--- config.mk ---
export PLATFORM = sky130hd
export DESIGN_NAME = shift_issue_reg_flat
export DESIGN_NICKNAME = d
export VERILOG_FILES = /design/src/rtl/shift_issue_reg_if.sv /design/src/rtl/shift_issue_reg.sv /design/src/flat_wrapper.sv
export SDC_FILE = /design/constraint.sdc
export NUM_CORES = 1
export LEC_CHECK = 0
export ABC_AREA = 0
export CELL_PAD_IN_SITES_DETAIL_PLACEMENT = 0
export CELL_PAD_IN_SITES_GLOBAL_PLACEMENT = 1
export CORE_ASPECT_RATIO = 2
export CORE_MARGIN = 3
export CORE_UTILIZATION = 30
export CTS_CLUSTER_SIZE = 30
export DETAILED_ROUTE_END_ITERATION = 8
export PLACE_DENSITY = 0.92
export SLEW_MARGIN = 30
export SYNTH_ARGS = -nofsm -noshare
export SYNTH_HDL_FRONTEND = slang
export SYNTH_SLANG_ARGS = --single-unit
--- constraint.sdc ---
create_clock -name CLK -period 3.4 [get_ports CLK]
set_input_delay 0.34 -clock CLK [delete_from_list [all_inputs] [get_ports CLK]]
set_output_delay 0.34 -clock CLK [all_outputs]
set_load 0.05 [all_outputs]
--- src/rtl/shift_issue_reg_if.sv ---
// Bundle of decode-side, write-back and execute-side signals around the
// shift issue register. The slave modport is the register itself.
interface shift_issue_reg_if;
  logic        ID_VALID;
  logic [31:0] ID_INSN;
  logic [31:0] ID_RS1D;
  logic [31:0] ID_RS2D;
  logic        STALL;
  logic        FLUSH;
  logic        WB_WE;
  logic [4:0]  WB_RD;
  logic [31:0] WB_DATA;

  logic        EX_VALID;
  logic        EX_SHIFT;
  logic [4:0]  EX_C;
  logic [31:0] EX_A;
  logic [4:0]  EX_B;
  logic [4:0]  EX_RD;
  logic        EX_WE;
  logic        EX_ILL;

  modport master (
    output ID_VALID, ID_INSN, ID_RS1D, ID_RS2D, STALL, FLUSH,
           WB_WE, WB_RD, WB_DATA,
    input  EX_VALID, EX_SHIFT, EX_C, EX_A, EX_B, EX_RD, EX_WE, EX_ILL
  );

  modport slave (
    input  ID_VALID, ID_INSN, ID_RS1D, ID_RS2D, STALL, FLUSH,
           WB_WE, WB_RD, WB_DATA,
    output EX_VALID, EX_SHIFT, EX_C, EX_A, EX_B, EX_RD, EX_WE, EX_ILL
  );
endinterface

--- src/rtl/shift_issue_reg.sv ---
// Decode-to-execute register for RV32I shifts: decodes the shift control code,
// forwards same-cycle write-backs into the operands, and honours stall/flush.
module shift_issue_reg (
  input  logic             CLK,
  input  logic             RST_X,
  shift_issue_reg_if.slave bus
);

  localparam logic [4:0] C_NONE = 5'b10000;
  localparam logic [4:0] C_SLL  = 5'b10001;
  localparam logic [4:0] C_SRL  = 5'b10011;
  localparam logic [4:0] C_SRA  = 5'b10010;
  localparam logic [6:0] OPC_R  = 7'b0110011;
  localparam logic [6:0] OPC_I  = 7'b0010011;
  localparam logic [2:0] F3_SL  = 3'b001;
  localparam logic [2:0] F3_SR  = 3'b101;
  localparam logic [6:0] F7_STD = 7'b0000000;
  localparam logic [6:0] F7_ALT = 7'b0100000;

  // Register-file value for idx, overridden by a write-back landing this cycle.
  function automatic logic [31:0] fwd_operand(
    input logic [4:0]  idx,
    input logic [31:0] rf_data,
    input logic        wb_we,
    input logic [4:0]  wb_rd,
    input logic [31:0] wb_data
  );
    if (idx == 5'd0)                 return 32'd0;
    else if (wb_we && (wb_rd == idx)) return wb_data;
    else                             return rf_data;
  endfunction

  logic [6:0]  w_opc;
  logic [2:0]  w_f3;
  logic [6:0]  w_f7;
  logic [4:0]  w_rs1;
  logic [4:0]  w_rs2;
  logic [4:0]  w_rd;
  logic        w_is_r;
  logic        w_is_i;
  logic        w_shift_cls;
  logic        w_legal;
  logic        w_ill;
  logic [4:0]  w_c;
  logic [31:0] w_a;
  logic [31:0] w_rs2_op;
  logic [4:0]  w_b;
  logic        w_hold_a_hit;
  logic        w_hold_b_hit;
  logic        w_unused;

  logic        r_valid_p1;
  logic        r_shift_p1;
  logic        r_we_p1;
  logic        r_ill_p1;
  logic [4:0]  r_c_p1;
  logic [31:0] r_a_p1;
  logic [4:0]  r_b_p1;
  logic [4:0]  r_rd_p1;
  logic [4:0]  r_rs1_p1;
  logic [4:0]  r_rs2_p1;
  logic        r_b_reg_p1;

  assign w_opc  = bus.ID_INSN[6:0];
  assign w_rd   = bus.ID_INSN[11:7];
  assign w_f3   = bus.ID_INSN[14:12];
  assign w_rs1  = bus.ID_INSN[19:15];
  assign w_rs2  = bus.ID_INSN[24:20];
  assign w_f7   = bus.ID_INSN[31:25];

  assign w_is_r      = (w_opc == OPC_R);
  assign w_is_i      = (w_opc == OPC_I);
  assign w_shift_cls = (w_is_r || w_is_i) && ((w_f3 == F3_SL) || (w_f3 == F3_SR));

  always_comb begin
    w_c     = C_NONE;
    w_legal = 1'b0;
    if (w_shift_cls) begin
      if ((w_f3 == F3_SL) && (w_f7 == F7_STD)) begin
        w_c     = C_SLL;
        w_legal = 1'b1;
      end else if ((w_f3 == F3_SR) && (w_f7 == F7_STD)) begin
        w_c     = C_SRL;
        w_legal = 1'b1;
      end else if ((w_f3 == F3_SR) && (w_f7 == F7_ALT)) begin
        w_c     = C_SRA;
        w_legal = 1'b1;
      end
    end
  end

  assign w_ill = w_shift_cls && !w_legal;

  assign w_a      = fwd_operand(w_rs1, bus.ID_RS1D, bus.WB_WE, bus.WB_RD, bus.WB_DATA);
  assign w_rs2_op = fwd_operand(w_rs2, bus.ID_RS2D, bus.WB_WE, bus.WB_RD, bus.WB_DATA);
  // I-type shifts take shamt from the immediate, which occupies the rs2 field.
  assign w_b      = w_is_i ? w_rs2 : w_rs2_op[4:0];
  assign w_unused = ^w_rs2_op[31:5];

  // A held entry must not keep a stale operand when its source is written back mid-stall.
  assign w_hold_a_hit = r_valid_p1 && bus.WB_WE && (r_rs1_p1 != 5'd0) &&
                        (bus.WB_RD == r_rs1_p1);
  assign w_hold_b_hit = r_valid_p1 && r_b_reg_p1 && bus.WB_WE && (r_rs2_p1 != 5'd0) &&
                        (bus.WB_RD == r_rs2_p1);

  // ---- decode -> execute stage boundary ----
  always_ff @(posedge CLK or negedge RST_X) begin
    if (!RST_X) begin
      r_valid_p1 <= 1'b0;
      r_shift_p1 <= 1'b0;
      r_we_p1    <= 1'b0;
      r_ill_p1   <= 1'b0;
      r_c_p1     <= C_NONE;
      r_a_p1     <= 32'd0;
      r_b_p1     <= 5'd0;
      r_rd_p1    <= 5'd0;
      r_rs1_p1   <= 5'd0;
      r_rs2_p1   <= 5'd0;
      r_b_reg_p1 <= 1'b0;
    end else if (bus.FLUSH) begin
      r_valid_p1 <= 1'b0;
      r_shift_p1 <= 1'b0;
      r_we_p1    <= 1'b0;
      r_ill_p1   <= 1'b0;
      r_c_p1     <= C_NONE;
    end else if (bus.STALL) begin
      if (w_hold_a_hit) r_a_p1 <= bus.WB_DATA;
      if (w_hold_b_hit) r_b_p1 <= bus.WB_DATA[4:0];
    end else begin
      r_valid_p1 <= bus.ID_VALID;
      r_shift_p1 <= bus.ID_VALID && w_legal;
      r_we_p1    <= bus.ID_VALID && w_legal && (w_rd != 5'd0);
      r_ill_p1   <= bus.ID_VALID && w_ill;
      r_c_p1     <= bus.ID_VALID ? w_c : C_NONE;
      r_a_p1     <= w_a;
      r_b_p1     <= w_b;
      r_rd_p1    <= w_rd;
      r_rs1_p1   <= w_rs1;
      r_rs2_p1   <= w_rs2;
      r_b_reg_p1 <= !w_is_i;
    end
  end

  assign bus.EX_VALID = r_valid_p1;
  assign bus.EX_SHIFT = r_shift_p1;
  assign bus.EX_WE    = r_we_p1;
  assign bus.EX_ILL   = r_ill_p1;
  assign bus.EX_C     = r_c_p1;
  assign bus.EX_A     = r_a_p1;
  assign bus.EX_B     = r_b_p1;
  assign bus.EX_RD    = r_rd_p1;

endmodule

--- src/flat_wrapper.sv ---
// flat-port wrapper written by rule: the top's interface ports become plain ports
module shift_issue_reg_flat 
  (CLK, RST_X, bus_ID_VALID, bus_ID_INSN, bus_ID_RS1D, bus_ID_RS2D, bus_STALL, bus_FLUSH, bus_WB_WE, bus_WB_RD, bus_WB_DATA, bus_EX_VALID, bus_EX_SHIFT, bus_EX_C, bus_EX_A, bus_EX_B, bus_EX_RD, bus_EX_WE, bus_EX_ILL);
  shift_issue_reg_if bus_i ();
  input  logic CLK;
  input  logic RST_X;
  input wire logic [$bits(bus_i.ID_VALID)-1:0] bus_ID_VALID;
  input wire logic [$bits(bus_i.ID_INSN)-1:0] bus_ID_INSN;
  input wire logic [$bits(bus_i.ID_RS1D)-1:0] bus_ID_RS1D;
  input wire logic [$bits(bus_i.ID_RS2D)-1:0] bus_ID_RS2D;
  input wire logic [$bits(bus_i.STALL)-1:0] bus_STALL;
  input wire logic [$bits(bus_i.FLUSH)-1:0] bus_FLUSH;
  input wire logic [$bits(bus_i.WB_WE)-1:0] bus_WB_WE;
  input wire logic [$bits(bus_i.WB_RD)-1:0] bus_WB_RD;
  input wire logic [$bits(bus_i.WB_DATA)-1:0] bus_WB_DATA;
  output wire logic [$bits(bus_i.EX_VALID)-1:0] bus_EX_VALID;
  output wire logic [$bits(bus_i.EX_SHIFT)-1:0] bus_EX_SHIFT;
  output wire logic [$bits(bus_i.EX_C)-1:0] bus_EX_C;
  output wire logic [$bits(bus_i.EX_A)-1:0] bus_EX_A;
  output wire logic [$bits(bus_i.EX_B)-1:0] bus_EX_B;
  output wire logic [$bits(bus_i.EX_RD)-1:0] bus_EX_RD;
  output wire logic [$bits(bus_i.EX_WE)-1:0] bus_EX_WE;
  output wire logic [$bits(bus_i.EX_ILL)-1:0] bus_EX_ILL;
  assign bus_i.ID_VALID = bus_ID_VALID;
  assign bus_i.ID_INSN = bus_ID_INSN;
  assign bus_i.ID_RS1D = bus_ID_RS1D;
  assign bus_i.ID_RS2D = bus_ID_RS2D;
  assign bus_i.STALL = bus_STALL;
  assign bus_i.FLUSH = bus_FLUSH;
  assign bus_i.WB_WE = bus_WB_WE;
  assign bus_i.WB_RD = bus_WB_RD;
  assign bus_i.WB_DATA = bus_WB_DATA;
  assign bus_EX_VALID = bus_i.EX_VALID;
  assign bus_EX_SHIFT = bus_i.EX_SHIFT;
  assign bus_EX_C = bus_i.EX_C;
  assign bus_EX_A = bus_i.EX_A;
  assign bus_EX_B = bus_i.EX_B;
  assign bus_EX_RD = bus_i.EX_RD;
  assign bus_EX_WE = bus_i.EX_WE;
  assign bus_EX_ILL = bus_i.EX_ILL;
  shift_issue_reg u_core (.CLK(CLK), .RST_X(RST_X), .bus(bus_i));
endmodule
==> metrics.md, run 1 <==
| Metric | Value |
|---|---|
| Maximum number of pins on one net before global-route repair | `35` |
| Final Skew | `0.00483 ns` |
| IO Port Bufs | `159` |
| Register-to-register setup slack | `1.65 ns` |
| Post-route ant nets | `0` |
| Number of placed I/O pins | `190` |
| Mapped cell area | `3210 sq um` |
| Antenna violations before repair | `1` |
| Number of setup buffers added after CTS | `0` |
| Clock transition time at the flip-flop clock pins of the worst setup and hold paths | `0.05 ns` |
| Post-route fraction of the period consumed by the critical path | `0.665` |
| Slew headroom | `0.558` |
| Synthesis Warnings | `0` |
| GRT met1 Usage | `0.166` |
| Areal power density over the cells | `505 nW/um^2` |
| Crit path capture type | `register` |
| Critical path class | `primary input to register` |
| Detailed-router iteration count before antenna repair | `4` |
| Floorplan row count | `52` |
| Leakage power total | `1.99 nW` |
| Minimum clock period after layout | `2.26 ns` |
| Sequential share of the synthesized area | `0.460` |
| Final core utilization | `0.507` |
| Sequential Area | `1480 sq um` |
| Achievable clock frequency | `0.442 GHz` |
| Area Overhead vs Synth | `62.6%` |
| Most common cell after layout, fill and taps aside | `clkdlybuf4s50_1` |
| Worst voltage drop across the vdd grid | `0.000303 V` |
| Via density per instance | `4.85` |
| Final RePlAce weighted congestion | `0.808` |
| Fraction of layout instances using a drive strength above 1 | `0.232` |
| All-layer global routing usage | `0.167` |
| Detail-routed net length per standard cell | `16.4 microns` |
| Final Slew Violations | `0` |
| Data required time at the worst endpoint | `3.65 ns` |
| Count of cells along the worst register-to-register path | `6` |
| Die ar. | `12000 sq um` |
| Arithmetic-cell share of the synthesized area counting full adders, half adders and majority gates | `0` |
| N_diodes | `0` |
| Number of hold buffers added after CTS | `0` |
| Post-synthesis compound-gate area fraction | `0.261` |
| Accumulated negative setup slack | `0 ns` |
| Hold Worst Slack | `0.0466 ns` |
| Simple-Gate Fraction of Synth Area | `0.127` |
| Total number of vias | `2854` |
| Buffer levels on the longest clock path | `2` |
| Global-route wire length before repair | `15500 microns` |
| Final count of hold timing violations | `0` |
| Final total power | `0.00263 W` |
| Die boundary width | `79.1 microns` |
| Htree depth | `3` |
| Outcome | `finished, final reports clean` |
| Flop and latch count out of synthesis | `59` |
| Multiplexer area fraction after synthesis | `0.0523` |
| Top fanout value on the critical path | `18` |
| RSZ-0062 raised after global routing | `false` |
| Maxcap violations | `0` |
| # setup viols final | `0` |
| Worst slew pin tran | `0.663 ns` |
| Y dimension of the die | `152 microns` |
| Clock Root Buffer | `clkbuf_16` |
| Synthesized-area fraction occupied by xor and xnor cells | `0.0492` |
| Number of cells upsized or downsized after cts | `0` |
| Residual DRC count | `0` |
| Startpoint of the worst-slack reg-to-reg timing path | `u_core.r_rs2_p1[1]$_DFFE_PN0P_` |
| Number of sinks on the clock net | `59` |
| Instance count of the mapped netlist | `286` |
| Startpoint class of the critical path | `primary input` |
| Clock insertion delay at the later pin of the skew report | `0.32 ns` |
| Net count, final | `587` |
| Detailed Route WL | `9660 microns` |
| Iter 0 DRT Violations | `77` |
| Distinct cell type count of the synthesized netlist | `38` |
| Vias in the first global route | `3134` |
| Starting density of the core | `0.312` |
| HPWL after detailed placement | `7730 microns` |
| Remaining Overflow, GRT | `0` |
| Clock tree from TritonCTS | `yes` |
| Leading cell types in the layout, fill and taps excluded | `158 x clkdlybuf4s50_1, 59 x dfrtp_1, 41 x nor2_1` |
| Main combinational cell family by area after synthesis | `compound AO/OA/AOI/OAI gates` |
| Arrival time at the worst endpoint | `2.52 ns` |
| Average size of a mapped cell | `11.2 sq um` |
| Critical Path Start | `bus_WB_RD[1]` |
| Floorplan core area | `10300 sq um` |
| Number of inserted filler cells in the final layout | `963` |
| Path type of the worst min-delay path | `primary input to async pin` |
| Clock buffers created by TritonCTS | `9` |
| Met3 Track Usage GR | `0.0527` |
| Worst reg2reg endpoint | `u_core.bus.EX_B[1]$_DFFE_PN0P_` |
| Highest-utilization routing layer at the global route stage | `met2` |
| Met2 layer usage reported by global route | `0.306` |
| Area of the multi-input gates | `1590 sq um` |
critical path: stages:
cell and delay, ns:
clkdlybuf4s50_1 0.62, xor2_1 0.18, nor4_1 0.07, and3_4 0.18, nor3b_4 0.45, buf_4 0.40
a22oi_2 0.12, a21oi_2 0.15
area by class of cell:
| cell class | count | share of cell area |
|---|---|---|
| repair buffers | 168 | 0.318 |
| multi-input cells | 208 | 0.305 |
| flip-flops and latches | 59 | 0.283 |
| clock buffers | 12 | 0.0511 |
| well taps | 135 | 0.0324 |
| clock inverters | 4 | 0.00912 |
| inverters | 2 | 0.00144 |
state kept, by name (all words and copies together) (netlist names):
register             cells
u_core.bus.EX_B          5
u_core.bus.EX_SHIFT      1
u_core.bus.EX_ILL        1
u_core.bus.EX_A         32
u_core.r_b_reg_p1        1
u_core.r_rs2_p1          5
u_core.bus.EX_WE         1
u_core.r_rs1_p1          5
u_core.bus.EX_VALID      1
u_core.bus.EX_RD         5
u_core.bus.EX_C          2
worst max-delay path by stage:
stage,end,slack (ns),cells after the start
after floorplan,u_core.bus.EX_A[10]$_DFFE_PN0P_,1.55,7
after global placement,u_core.bus.EX_A[15]$_DFFE_PN0P_,0.40,8
after detailed placement,u_core.bus.EX_A[16]$_DFFE_PN0P_,0.37,8
after CTS,u_core.bus.EX_A[16]$_DFFE_PN0P_,0.72,8
after global routing,u_core.bus.EX_A[16]$_DFFE_PN0P_,0.98,8
final,u_core.bus.EX_A[13]$_DFFE_PN0P_,1.14,8
cell usage after synthesis:
master | number | area, sq um
and3_1 | 1 | 6.26
a22o_1 | 2 | 17.5
buf_8 | 3 | 45.0
a21o_1 | 1 | 7.51
nor3b_4 | 1 | 18.8
a22oi_1 | 2 | 15.0
mux2i_1 | 1 | 10.0
nor3b_2 | 1 | 12.5
nand4b_1 | 1 | 8.76
dfrtp_1 | 59 | 1480
buf_4 | 3 | 22.5
a22oi_2 | 30 | 375
mux2_2 | 14 | 158
o2111ai_1 | 1 | 8.76
nand3b_1 | 1 | 7.51
nor3_1 | 5 | 25.0
or4_1 | 1 | 7.51
a21o_4 | 1 | 15.0
nor2_1 | 41 | 154
conb_1 | 2 | 7.51
a21oi_2 | 30 | 263
a221oi_1 | 5 | 43.8
buf_6 | 3 | 33.8
nor4_1 | 7 | 43.8
o21ai_0 | 5 | 25.0
xor2_1 | 12 | 105
nand3_1 | 1 | 5.00
buf_2 | 7 | 35.0
inv_1 | 2 | 7.51
nand2b_1 | 1 | 6.26
nor2b_1 | 8 | 50.1
nand2_1 | 12 | 45.0
and3_4 | 1 | 11.3
clkbuf_1 | 2 | 7.51
o22ai_2 | 1 | 12.5
a21oi_1 | 11 | 55.1
nand4_1 | 1 | 6.26
xnor2_1 | 6 | 52.6
per-stage QoR:
stage | cells | area [sq um] | setup slack, ns
finish | 588 | 5220 | 1.14
global route | 588 | 5220 | 0.984
CTS | 587 | 5200 | 0.719
detailed placement | 571 | 4890 | 0.373
global placement | 571 | 4890 | 0.401
floorplan | 287 | 3210 | 1.55
cell families (layout without fill, tap and decap cells):
| family | after synthesis | in the layout |
|---|---|---|
| AND/OR/NAND/NOR | 83 | 83 |
| flip-flops | 59 | 59 |
| multiplexers | 15 | 15 |
| other | 2 | 3 |
| AO/OA/AOI/OAI | 89 | 89 |
| buffers and inverters | 20 | 186 |
| XOR/XNOR | 18 | 18 |
where the power goes:
part	internal [W]	total, W	switching (W)
Clock	0.000623	0.000922	0.000300
Combinational	0.000359	0.000857	0.000498
Sequential	0.000796	0.000853	0.0000569
Total	0.00178	0.00263	0.000854
layer usage:
layer | part of all wire | wire [microns]
met3 | 0.067 | 646
met2 | 0.57 | 5550
met1 | 0.34 | 3250
met4 | 0.020 | 197
met5 | 0.0013 | 13
No activity file was read; power rests on OpenSTA's default activity.
==> run 2: changes to the inputs <==
CORE_UTILIZATION = 28   (was 30)
PLACE_DENSITY = 0.87   (was 0.92)
clock period = 2.1 ns   (was 3.4 ns; I/O delays follow)
==> run 2 against run 1 <==
  * Non-clock buffer count rose by 16
  * Sequential share of layout area fell by 0.94 points
  * Register-to-register slack got worse by 1.3 ns
  * Clock skew fell by 0.00086 ns
  * Die area rose by 6.7%
  * Hold slack improved by 0.43 ns
  * Via count barely moved
  * Largest power group is now combinational cells
==> metrics.md, run 2 (synthesized netlist as in run 1, its figures left out) <==
| Metric | Value |
|---|---|
| Outcome | `finished, final reports clean` |
| Antenna violations before repair | `0` |
| Clock buffers created by TritonCTS | `9` |
| Final total power | `0.00415 W` |
| Post-route fraction of the period consumed by the critical path | `0.878` |
| Startpoint class of the critical path | `primary input` |
| Final RePlAce weighted congestion | `0.803` |
| Clock transition time at the flip-flop clock pins of the worst setup and hold paths | `0.05 ns` |
| Most common cell after layout, fill and taps aside | `clkdlybuf4s50_1` |
| Detail-routed net length per standard cell | `15.3 microns` |
| Vias in the first global route | `3017` |
| Final Slew Violations | `0` |
| N_diodes | `0` |
| Leakage power total | `2.08 nW` |
| Detailed-router iteration count before antenna repair | `4` |
| Clock insertion delay at the later pin of the skew report | `0.31 ns` |
| Detailed Route WL | `9320 microns` |
| Final Skew | `0.00398 ns` |
| Achievable clock frequency | `0.542 GHz` |
| Number of instances in the placed design | `592` |
| Number of inserted filler cells in the final layout | `1029` |
| Top fanout value on the critical path | `9` |
| Global-route wire length before repair | `14500 microns` |
| HPWL after detailed placement | `7640 microns` |
| Path type of the worst min-delay path | `primary input to async pin` |
| Residual DRC count | `0` |
| Minimum clock period after layout | `1.84 ns` |
| Number of setup buffers added after CTS | `0` |
| Post-route ant nets | `0` |
| Floorplan core area | `11100 sq um` |
| Slew headroom | `0.642` |
| Number of cells upsized or downsized after cts | `0` |
| Arrival time at the worst endpoint | `2.08 ns` |
| Clock tree from TritonCTS | `yes` |
| Final count of hold timing violations | `0` |
| # setup viols final | `0` |
| Areal power density over the cells | `770 nW/um^2` |
| Hold Worst Slack | `0.481 ns` |
| Maximum number of pins on one net before global-route repair | `41` |
| Data required time at the worst endpoint | `2.34 ns` |
| Clock Root Buffer | `clkbuf_16` |
| Y dimension of the die | `157 microns` |
| Via density per instance | `4.69` |
| Net count, final | `603` |
| Buffer levels on the longest clock path | `2` |
| Worst voltage drop across the vdd grid | `0.000485 V` |
| Area Overhead vs Synth | `68.2%` |
| Max reg flops | `32` |
| Remaining Overflow, GRT | `0` |
| Leading cell types in the layout, fill and taps excluded | `158 x clkdlybuf4s50_1, 59 x dfrtp_1, 41 x nor2_1` |
| Number of placed I/O pins | `190` |
| Starting density of the core | `0.289` |
| Worst slew pin tran | `0.535 ns` |
| Die boundary width | `81.7 microns` |
| Fraction of layout instances using a drive strength above 1 | `0.252` |
| Number of hold buffers added after CTS | `1` |
| Maxcap violations | `0` |
| Total number of vias | `2852` |
| Critical path class | `primary input to register` |
| Post-route insts no fill | `608` |
| IO Port Bufs | `159` |
| Floorplan row count | `54` |
| Htree depth | `3` |
| Die ar. | `12900 sq um` |
| Register-to-register setup slack | `0.33 ns` |
| RSZ-0062 raised after global routing | `false` |
| Crit path capture type | `register` |
| Iter 0 DRT Violations | `68` |
| Number of sinks on the clock net | `59` |
| All-layer global routing usage | `0.148` |
==> run 2: cell count changes in the layout (fill, tap and decap cells not counted) <==
cell	delta
bufinv_16	-1
clkinvlp_4	-1
buf_6	-1
buf_4	+9
clkbuf_1	+1
dlygate4sd3_1	+1
buf_12	+7
==> run 2: path summary, 6_finish.rpt <==
| check | startpoint | depth (start not counted) | endpoint |
|---|---|---|---|
| max | bus_WB_RD[1] | 8 | u_core.bus.EX_A[31]$_DFFE_PN0P_ |
| min | RST_X | 3 | u_core.bus.EX_A[9]$_DFFE_PN0P_ |
| max reg2reg | u_core.r_rs2_p1[1]$_DFFE_PN0P_ | 6 | u_core.bus.EX_B[4]$_DFFE_PN0P_ |
| min reg2reg | u_core.bus.EX_SHIFT$_DFFE_PN0P_ | 2 | u_core.bus.EX_SHIFT$_DFFE_PN0P_ |
| max in group asynchronous | RST_X | 4 | u_core.r_rs1_p1[0]$_DFFE_PN0P_ |
| min in group CLK | u_core.bus.EX_SHIFT$_DFFE_PN0P_ | 2 | u_core.bus.EX_SHIFT$_DFFE_PN0P_ |
==> run 2: area by class of cell <==
cell class / count / area [sq um] / area share
repair buffers: 184 / 1860 / 0.346
multi-input cells: 208 / 1590 / 0.295
flip-flops and latches: 59 / 1480 / 0.274
clock buffers: 13 / 270 / 0.0501
well taps: 140 / 175 / 0.0325
clock inverters: 2 / 10.0 / 0.00186
inverters: 2 / 7.51 / 0.00139
==> run 2: power by group <==
| part | switching, W | internal [W] |
|---|---|---|
| registers | 0.0000889 | 0.00129 |
| clock network | 0.000464 | 0.000882 |
| logic | 0.000808 | 0.000621 |
==> run 2: through the flow <==
stage / instance area (sq um) / worst slack, ns / setup TNS [ns] / util
2_1_floorplan: 3210 / 0.251 / 0 / -
3_3_place_gp: 5100 / -0.0569 / -1.28 / 0.461
3_5_place_dp: 5100 / -0.0768 / -1.61 / 0.461
4_1_cts: 5390 / 0.252 / 0 / 0.487
5_1_grt: 5390 / 0.102 / 0 / 0.487
6_report: 5390 / 0.256 / 0 / 0.487
==> run 2: worst max-delay path: stages <==
cell,delay (ns)
clkdlybuf4s50_1,0.54
xor2_1,0.22
nor4_1,0.28
and3_4,0.25
a21o_4,0.18
buf_12,0.14
a22oi_1,0.08
a21oi_1,0.16
==> run 2: layer usage <==
metal	up-vias	global-route usage	share of wire
met5	-	0	0
met4	0	0.0547	0.020
met3	14	0.0464	0.079
met2	115	0.284	0.57
met1	1342	0.141	0.33
li1	1381	-	-
==> run 3: changes to the inputs <==
CORE_MARGIN = 5   (was 3)
CTS_CLUSTER_DIAMETER = 100   (was default)
==> run 3 against run 2 <==
  * Die area grew 7.6%
  * Power is 2.6% higher
  * Combinational power hardly changed
  * Register-to-register slack barely moved
  * Fmax is 3.7% lower
  * First-iteration DRC count shrank 4.4%
  * Clock power rose by 7%
  * Cell count grew 1.5%
  * Critical endpoint is now u_core.bus.EX_B[0]$_DFFE_PN0P_
  * Largest cell class unchanged
==> metrics.md, run 3 (synthesized netlist as in run 1, its figures left out) <==
| Metric | Value |
|---|---|
| Via density per instance | `4.70` |
| Worst voltage drop across the vdd grid | `0.000539 V` |
| Critical path class | `primary input to register` |
| Arrival time at the worst endpoint | `2.11 ns` |
| Top fanout value on the critical path | `5` |
| Worst slew pin tran | `0.549 ns` |
| Total number of vias | `2898` |
| Fraction of layout instances using a drive strength above 1 | `0.263` |
| Maximum number of pins on one net before global-route repair | `24` |
| Clock transition time at the flip-flop clock pins of the worst setup and hold paths | `0.06 ns` |
| Detail-routed net length per standard cell | `16.0 microns` |
| Path type of the worst min-delay path | `primary input to async pin` |
| Vias in the first global route | `3201` |
| Final count of hold timing violations | `0` |
| Clock Root Buffer | `clkbuf_16` |
| Crit path capture type | `register` |
| Floorplan row count | `55` |
| # setup viols final | `0` |
| Area Overhead vs Synth | `69.4%` |
| Clock insertion delay at the later pin of the skew report | `0.33 ns` |
| Detailed Route WL | `9900 microns` |
| Number of placed I/O pins | `190` |
| Startpoint class of the critical path | `primary input` |
| Antenna violations before repair | `0` |
| Iter 0 DRT Violations | `65` |
| Number of cells upsized or downsized after cts | `0` |
| Accumulated negative setup slack | `0 ns` |
| HPWL after detailed placement | `8230 microns` |
| Number of setup buffers added after CTS | `0` |
| Final RePlAce weighted congestion | `0.834` |
| Leakage power total | `2.11 nW` |
| Post-route fraction of the period consumed by the critical path | `0.911` |
| Outcome | `finished, final reports clean` |
| Y dimension of the die | `161 microns` |
| Number of sinks on the clock net | `59` |
| Htree depth | `3` |
| Final Skew | `0.00911 ns` |
| Max reg flops | `32` |
| Most common cell after layout, fill and taps aside | `clkdlybuf4s50_1` |
| Final Slew Violations | `0` |
| Post-route ant nets | `0` |
| IO Port Bufs | `159` |
| Data required time at the worst endpoint | `2.29 ns` |
| Post-Place Cell Area | `5130 sq um` |
| Final instance area | `5430 sq um` |
| Remaining Overflow, GRT | `0` |
| Buffer levels on the longest clock path | `2` |
| Achievable clock frequency | `0.523 GHz` |
| Count of cells along the worst register-to-register path | `8` |
| All-layer global routing usage | `0.149` |
| N_diodes | `0` |
| Die boundary width | `85.7 microns` |
| Slew headroom | `0.633` |
| Starting density of the core | `0.284` |
| Detailed-router iteration count before antenna repair | `4` |
| Floorplan core area | `11300 sq um` |
| Net count, final | `609` |
| Number of hold buffers added after CTS | `1` |
| Leading cell types in the layout, fill and taps excluded | `158 x clkdlybuf4s50_1, 59 x dfrtp_1, 41 x nor2_1` |
| Die ar. | `13800 sq um` |
| Areal power density over the cells | `784 nW/um^2` |
| Global-route wire length before repair | `16200 microns` |
| RSZ-0062 raised after global routing | `false` |
| Maxcap violations | `0` |
| Residual DRC count | `0` |
| Minimum clock period after layout | `1.91 ns` |
| Clock buffers created by TritonCTS | `9` |
| Clock tree from TritonCTS | `yes` |
## run 3: cell count changes in the layout (fill, tap and decap cells not counted)
cell and delta:
buf_4 +8, bufinv_16 +1, clkbuf_8 -2, clkinv_2 +1
buf_12 -2, clkinvlp_4 +1
## run 3: area by class of cell
cell class	count	area [sq um]
sequential	59	1480
multi-input combinational	208	1590
tap	142	178
inverter	2	7.51
timing repair buffer	190	1880
fill	1061	5850
clock buffer	11	243
clock inverter	5	52.6
## run 3: report_power, final
| group | total (W) | switching, W | internal (W) |
|---|---|---|---|
| Clock | 0.00145 | 0.000506 | 0.000943 |
| Sequential | 0.00138 | 0.0000877 | 0.00129 |
| Combinational | 0.00144 | 0.000813 | 0.000622 |
## run 3: worst paths after layout
| check | from | endpoint | slack [ns] |
|---|---|---|---|
| max | bus_WB_RD[3] | u_core.bus.EX_B[0]$_DFFE_PN0P_ | 0.19 |
| min | RST_X | u_core.bus.EX_A[6]$_DFFE_PN0P_ | 0.37 |
| max reg2reg | u_core.r_rs1_p1[1]$_DFFE_PN0P_ | u_core.bus.EX_A[17]$_DFFE_PN0P_ | 0.34 |
| min reg2reg | u_core.bus.EX_SHIFT$_DFFE_PN0P_ | u_core.bus.EX_SHIFT$_DFFE_PN0P_ | 0.47 |
| max in group asynchronous | RST_X | u_core.r_rs2_p1[3]$_DFFE_PN0P_ | 1.00 |
| min in group CLK | u_core.bus.EX_SHIFT$_DFFE_PN0P_ | u_core.bus.EX_SHIFT$_DFFE_PN0P_ | 0.47 |
## run 3: layer usage
layer / vias up / share of wire / GRT usage
met4: 0 / 0.030 / 0.0720
met1: 1368 / 0.33 / 0.147
met2: 112 / 0.57 / 0.284
li1: 1397 / - / -
met5: - / 0 / 0
met3: 21 / 0.068 / 0.0342
## run 3: critical path: stages
cell and delay, ns:
clkdlybuf4s50_1 0.55, xor2_1 0.22, nor4_1 0.37, and3_1 0.26, nor3b_2 0.08, a221oi_1 0.31, a21oi_1 0.11
## run 3: stage by stage
stage,worst slack [ns],hold WS (ns),power (W),std cells,util
floorplan,0.251,-0.0856,0.00220,287,-
global placement,-0.0809,0.192,0.00282,600,0.454
detailed placement,-0.132,0.199,0.00285,600,0.454
CTS,0.204,0.388,0.00432,617,0.481
global route,0.0304,0.431,0.00446,617,0.481
finish,0.186,0.373,0.00426,617,0.481
